===== src/rtl/fir_decim_out.sv =====
// FIR output stage: keeps every DECIM-th valid sample, rounds/shifts/saturates it
// to DOUT_W bits and queues it in a small FIFO behind a valid/ready handshake.
module fir_decim_out #(
  parameter int DIN_W      = 34,
  parameter int DOUT_W     = 16,
  parameter int DECIM      = 4,
  parameter int SHIFT      = 8,
  parameter int FIFO_DEPTH = 4
) (
  input  logic                          clk,
  input  logic                          reset,
  input  logic [DIN_W-1:0]              y_in,
  input  logic                          in_valid,
  input  logic                          clear,
  output logic [DOUT_W-1:0]             out_data,
  output logic                          out_valid,
  input  logic                          out_ready,
  output logic [$clog2(FIFO_DEPTH):0]   fifo_count,
  output logic                          sat_flag,
  output logic                          overflow
);

  localparam int AW = $clog2(FIFO_DEPTH);
  localparam int CW = AW + 1;
  localparam int PW = (DECIM > 1) ? $clog2(DECIM) : 1;
  localparam logic [PW-1:0]  PH_LAST = PW'(DECIM - 1);
  localparam logic [CW-1:0]  DEPTH_C = CW'(FIFO_DEPTH);
  // Half an output LSB; the shift-then-halve form yields 0 cleanly when SHIFT=0.
  localparam logic [DIN_W:0] ROUND_C = ((DIN_W + 1)'(1) << SHIFT) >> 1;

  logic [PW-1:0]     r_phase;
  logic              r_s1_valid;
  logic [DOUT_W-1:0] r_s1_data;
  logic [DOUT_W-1:0] r_mem [FIFO_DEPTH];
  logic [AW-1:0]     r_wr_ptr;
  logic [AW-1:0]     r_rd_ptr;
  logic [CW-1:0]     r_count;
  logic              r_sat_flag;
  logic              r_overflow;

  logic              w_keep;
  logic [DIN_W:0]    w_sum;
  logic [DIN_W:0]    w_scaled;
  logic              w_sat;
  logic [DOUT_W-1:0] w_s1_next;
  logic              w_pop;
  logic              w_push;
  logic              w_drop;

  assign w_keep    = in_valid && (r_phase == '0);
  assign w_sum     = {1'b0, y_in} + ROUND_C;
  assign w_scaled  = w_sum >> SHIFT;
  assign w_sat     = |w_scaled[DIN_W:DOUT_W];
  assign w_s1_next = w_sat ? '1 : w_scaled[DOUT_W-1:0];

  assign out_valid  = (r_count != '0);
  assign out_data   = out_valid ? r_mem[r_rd_ptr] : '0;
  assign fifo_count = r_count;
  assign sat_flag   = r_sat_flag;
  assign overflow   = r_overflow;

  // A pop frees the head slot in the same edge, so a full FIFO can still accept.
  assign w_pop  = out_valid && out_ready;
  assign w_push = r_s1_valid && ((r_count < DEPTH_C) || w_pop);
  assign w_drop = r_s1_valid && !w_push;

  // NOTE: all state uses non-blocking (<=) so every register samples pre-edge values.
  always_ff @(posedge clk or negedge reset) begin
    if (!reset) begin
      r_phase    <= '0;
      r_s1_valid <= 1'b0;
      r_s1_data  <= '0;
    end else begin
      if (in_valid) begin
        r_phase <= (r_phase == PH_LAST) ? '0 : r_phase + PW'(1);
      end
      r_s1_valid <= w_keep;
      if (w_keep) begin
        r_s1_data <= w_s1_next;
      end
    end
  end

  // NOTE: storage array has no reset; out_data is masked to 0 while empty instead.
  always_ff @(posedge clk) begin
    if (w_push) begin
      r_mem[r_wr_ptr] <= r_s1_data;
    end
  end

  always_ff @(posedge clk or negedge reset) begin
    if (!reset) begin
      r_wr_ptr <= '0;
      r_rd_ptr <= '0;
      r_count  <= '0;
    end else begin
      if (w_push) begin
        r_wr_ptr <= r_wr_ptr + AW'(1);
      end
      if (w_pop) begin
        r_rd_ptr <= r_rd_ptr + AW'(1);
      end
      case ({w_push, w_pop})
        2'b10:   r_count <= r_count + CW'(1);
        2'b01:   r_count <= r_count - CW'(1);
        default: r_count <= r_count;
      endcase
    end
  end

  // NOTE: set event is tested before clear so a coincident event keeps the flag high.
  always_ff @(posedge clk or negedge reset) begin
    if (!reset) begin
      r_sat_flag <= 1'b0;
      r_overflow <= 1'b0;
    end else begin
      if (w_keep && w_sat) begin
        r_sat_flag <= 1'b1;
      end else if (clear) begin
        r_sat_flag <= 1'b0;
      end
      if (w_drop) begin
        r_overflow <= 1'b1;
      end else if (clear) begin
        r_overflow <= 1'b0;
      end
    end
  end

endmodule


===== config.mk =====
export PLATFORM = sky130hd
export DESIGN_NAME = fir_decim_out
export DESIGN_NICKNAME = d
export VERILOG_FILES = /design/src/rtl/fir_decim_out.sv
export SDC_FILE = /design/constraint.sdc
export NUM_CORES = 1
export LEC_CHECK = 0
export ABC_CLOCK_PERIOD_IN_PS = 2570
export CAP_MARGIN = 20
export CORE_ASPECT_RATIO = 1.1
export CORE_MARGIN = 1
export CORE_UTILIZATION = 54
export DETAILED_ROUTE_END_ITERATION = 10
export HOLD_SLACK_MARGIN = 0.08
export PLACE_DENSITY = 0.79
export SKIP_CTS_REPAIR_TIMING = 1
export SLEW_MARGIN = 25
export SYNTH_ARGS = -nofsm -noshare
export SYNTH_HDL_FRONTEND = slang
export SYNTH_SLANG_ARGS = --single-unit

===== constraint.sdc =====
create_clock -name clk -period 2.57 [get_ports clk]
set_input_delay 0.3855 -clock clk [delete_from_list [all_inputs] [get_ports clk]]
set_output_delay 0.3855 -clock clk [all_outputs]
set_load 0.02 [all_outputs]

======== Word-level counts from Yosys, hierarchy flattened ========
Memory sizes are Yosys's and may differ from the RTL's.
Index checks and enable logic that the tools add are counted.
word-level totals
  bits in registers ....................... 28
  bits in writable memories ............... 64
  input port bits ......................... 39
  output and inout port bits .............. 22
  logic and storage cells ................. 41
  memories kept ........................... 1
memories
  name   depth  bits a word  read ports  clocked after memory_dff  write ports  RTL line  RTL
  r_mem  4      16           1           0                         1            34        logic [DOUT_W-1:0] r_mem [FIFO_DEPTH];
cells by class
  $add $sub $neg .......................... 6
  magnitude comparators ................... 1
  equal/unequal tests ..................... 3
  multiplexer cells ....................... 9
  reductions and logical operators ........ 13
operators by type and width
  cell                                                                    count
  34-bit by 8-bit adder with 35-bit output (second input constant)        1
  16-bit two-way mux                                                      2
  11-bit OR reduction                                                     1
  2-bit by 1-bit adder with 2-bit output (second input constant)          3
  3-bit case mux with 2 select lines                                      1
  2-bit nonzero test                                                      3
  1-bit logical AND                                                       5
  1-bit two-way mux                                                       5
  2-bit equality test (second input constant)                             2
  3-bit by 1-bit adder with 3-bit output (second input constant)          1
  3-bit less-than comparator (second input constant)                      1
  3-bit nonzero test                                                      1
  3-bit by 1-bit subtractor with 3-bit output (second input constant)     1
  2-bit by 1-bit equality test with 1-bit output (second input constant)  1
  2-bit logical NOT                                                       1
  2-bit two-way mux                                                       1
  1-bit logical NOT                                                       1
  1-bit logical OR                                                        1

======== Longest topological paths before layout ========
  word-level depth ........................ 7
  gate-level depth with buffers ........... 9
  gate-level depth less buffers ........... 9

======== Worst setup path before layout ========
No wires, ideal clock.
  kind .................................... input -> register
  start ................................... input y_in[7]
  end ..................................... register r_s1_data[10]
  data arrival time ....................... 2.754 ns
  required time ........................... 2.429 ns
  setup slack ............................. -0.325 ns
  stages .................................. 8
  path buffers ............................ 1
  cell sequence ........................... ha_1 -> inv_1 -> or4_4 -> o32a_1 -> or4_4 -> nor4_4 -> buf_6 -> a31oi_1
between the ends
  word-level cells in the longest chain between the ends .. 3
ends and longest elaborated chain
  what                                        RTL line  RTL
  from (decl)                                 12        input logic [DIN_W-1:0] y_in,
  34-bit by 8-bit adder with 35-bit output *  51        assign w_sum = {1'b0, y_in} + ROUND_C;
  11-bit OR reduction                         53        assign w_sat = |w_scaled[DIN_W:DOUT_W];
  16-bit two-way mux *                        54        assign w_s1_next = w_sat ? '1 : w_scaled[DOUT_W-1:0];
  to (signal assigned)                        79        r_s1_data <= w_s1_next;
  to (decl)                                   33        logic [DOUT_W-1:0] r_s1_data;
Mark *: on every way between the ends. The rest lies on a longest branch, timed or not.
A chain may end at the register's enable or synchronous reset.

======== Final worst setup path ========
  start ................................... input y_in[7]
  end ..................................... register r_s1_data[5]
Same word-level chain as after synthesis.

==> reports/metrics.cfg <==
[run_status]
run_status = complete, no violations

[global_route]
grt_start_max_net_pins = 32
global_route.overflow_total = 0
grt_antenna_before_repair = 0
grt_pass1_wl_um = 13300
grt_pass1_vias = 2796
groute.usage.overall = 0.223

[logic_synthesis]
synth_fp_nets = 348
synth_top_cell_by_area = edfxtp_1
synth_seq_cells = 92
yosys_most_used_dff = edfxtp_1
post_synth_num_cell_types = 40
avgSynthCellArea_um2 = 14.0
yosysWarnings = 0
synth_edf_count = 64
synth_async_sr_flop_share = 0.304
synth_most_common_cell = edfxtp_1
synthesis.instances = 300
synth.top_cells.by_count = 64 x edfxtp_1, 28 x dfrtp_1, 25 x nor2_1
synth.top_cells.by_area = edfxtp_1 46%, dfrtp_1 17%, mux4_2 8.6%
synth_top_area_frac = 0.458
seq_area_frac_synth = 0.625
synth.cell_area_mm2 = 0.00420

[power]
irDropWorstVdd_mv = 0.345
p_per_area_mw_per_mm2 = 805
power_leakage_uw = 0.00206

[layout]
num-nets-final = 454
antenna_cells_inserted = 0
area_growth_syn_to_layout_pct = 32.0
share_of_final_layout_standard_cells_stronger_than_drive_strength_1 = 0.248
final_cell_area_mm2 = 0.00554

[detailed_routing]
number_of_nets_still_failing_antenna_checks_after_routing = 0
drt_drc_violations_left = 0
routed_wirelength_um = 8590
detailed_route_via_count = 2831
viasPerCell = 5.49
detail_route.first_pass.iterations = 5
detail_route.wl_per_cell_um = 16.7
initialDrtViolationCount = 115

[placed_design]
io_buffer_count = 53
routabilityCongestion = 0.850
placedInstanceArea_mm2 = 0.00520
half_perimeter_wire_length_of_the_detailed_placement_result_um = 6000

[clocking]
tritoncts_num_sinks = 92
htree_num_levels = 3
clk_root_buffer_cell = clkbuf_8
cts_tree = built
clkTransAtPathRegs_ps = 90
max-clock-path-buffers = 2
clock_latency_on_the_worst_skew_pair_ps = 350
cts_made_buffers = 9

[timing]
finalCriticalPeriod_ps = 2550
clock-skew-final_ps = 10.2
finalSetupViolations = 0
report.final.hold_viol_count = 0
slew_hr = 0.701
fmax_ghz = 0.393
worstMarginPinSlew_ps = 437
timing.final.crit_share = 0.991
maxSlewViolCount = 0
finalSetupTns_ps = 0

[setup_path]
critical_path.max_stage_delay_ps = 550
cp.arrival_ps = 2760
critical_path_cell_count = 10
path_max_fanout = 8
path_class = input port to flop
cp_num_buf_inv = 4
path_delay_family = simple AND/OR/NAND/NOR gates
rr_startpoint = fifo_count[0]
worstSetupStartpoint = y_in[7]
timing.critical_path.from_type = input port
timing.critical_path.to_type = flop
ff2ff_setup_slack_ps = 390
path_cells = clkbuf_2, ha_4, inv_1, or4_4, or4b_4, a211o_1, nor4_4, buf_4, clkbuf_16, a31oi_1
cp.required_ps = 2790
cpMaxStageDelayCell = or4b_4
reg2regPathDepth = 8

[floorplanning]
start_util = 0.562
pin_count = 61
die_width_um = 86.1
rows = 33
floorplan.core_area_mm2 = 0.00747
floorplan.die_area_mm2 = 0.00813
die_h_um = 94.5

[job]
maxCapViolCount = 0

[min_path]
kind_of_path_behind_the_tightest_hold_check = input port to asynchronous set/reset pin

final timing paths:
path | endpoint
setup / recovery | r_s1_data[5]
hold / removal | fifo_count[2]
setup reg to reg | fifo_count[2]
hold reg to reg | r_mem[2][10]
max in group asynchronous | r_s1_data[12]
min in group clk | r_s1_data[0]
area by class of cell:
type                    instances  area [um2]
fillers                       470        1930
clock inverters                 5        52.6
multi-input cells             183        1510
well taps                     105         131
clock buffers                  11         131
inverters                      15        56.3
repair buffers                105        1040
flip-flops and latches         92        2620
flip-flops by register name, summed over array words and instances (netlist names):
signal	flops
fifo_count	3
overflow	1
r_mem	64
r_phase	2
r_rd_ptr	2
r_s1_data	16
r_s1_valid	1
r_wr_ptr	2
sat_flag	1
power breakdown:
part | internal, uW | switching [uW] | total (uW)
Clock | 445 | 467 | 912
Combinational | 856 | 887 | 1740
Sequential | 1720 | 85.0 | 1800
cells by family (layout without fill, tap and decap cells):
kind of cell    count (synthesis)  after routing  synth area share
mux                            16             16            0.0859
xor+xnor                       21             21            0.0438
flops                          92             92             0.625
fa+ha+maj                       9              9            0.0286
compound gates                 38             38            0.0593
simple gates                   99             99             0.133
buf+inv                        25            136            0.0241
metal layers:
layer	vias up	wire length, um	global-route usage
met5	-	0	0
met4	0	115	0.0792
met3	10	300	0.0446
met2	77	4750	0.401
met1	1398	3430	0.265
li1	1346	-	-
through the flow:
stage               power, uW  utilization  hold slack, ps  setup WS [ps]  instances
finish                   4460        0.741             399           22.5        516
global route             4690        0.741             430          -18.4        516
CTS                      4530        0.721             399           -251        510
detailed placement       3620        0.696             510           -619        494
global placement         3560        0.696             487           -548        494
floorplan                2830            -            89.9           -126        300
cells in the final DEF (no fill, tap or decap), drive strengths merged, types with 16 or more instances in the layout:
cell type      synthesis  routed
edfxtp                64      64
buf                    1      51
dlymetal6s2s           0      31
dfrtp                 28      28
nor2                  25      25
clkdlybuf4s50          0      20
and2                  18      18
mux4                  16      16
a31oi                 16      16
Note: power is estimated with default switching activity, not from simulation.
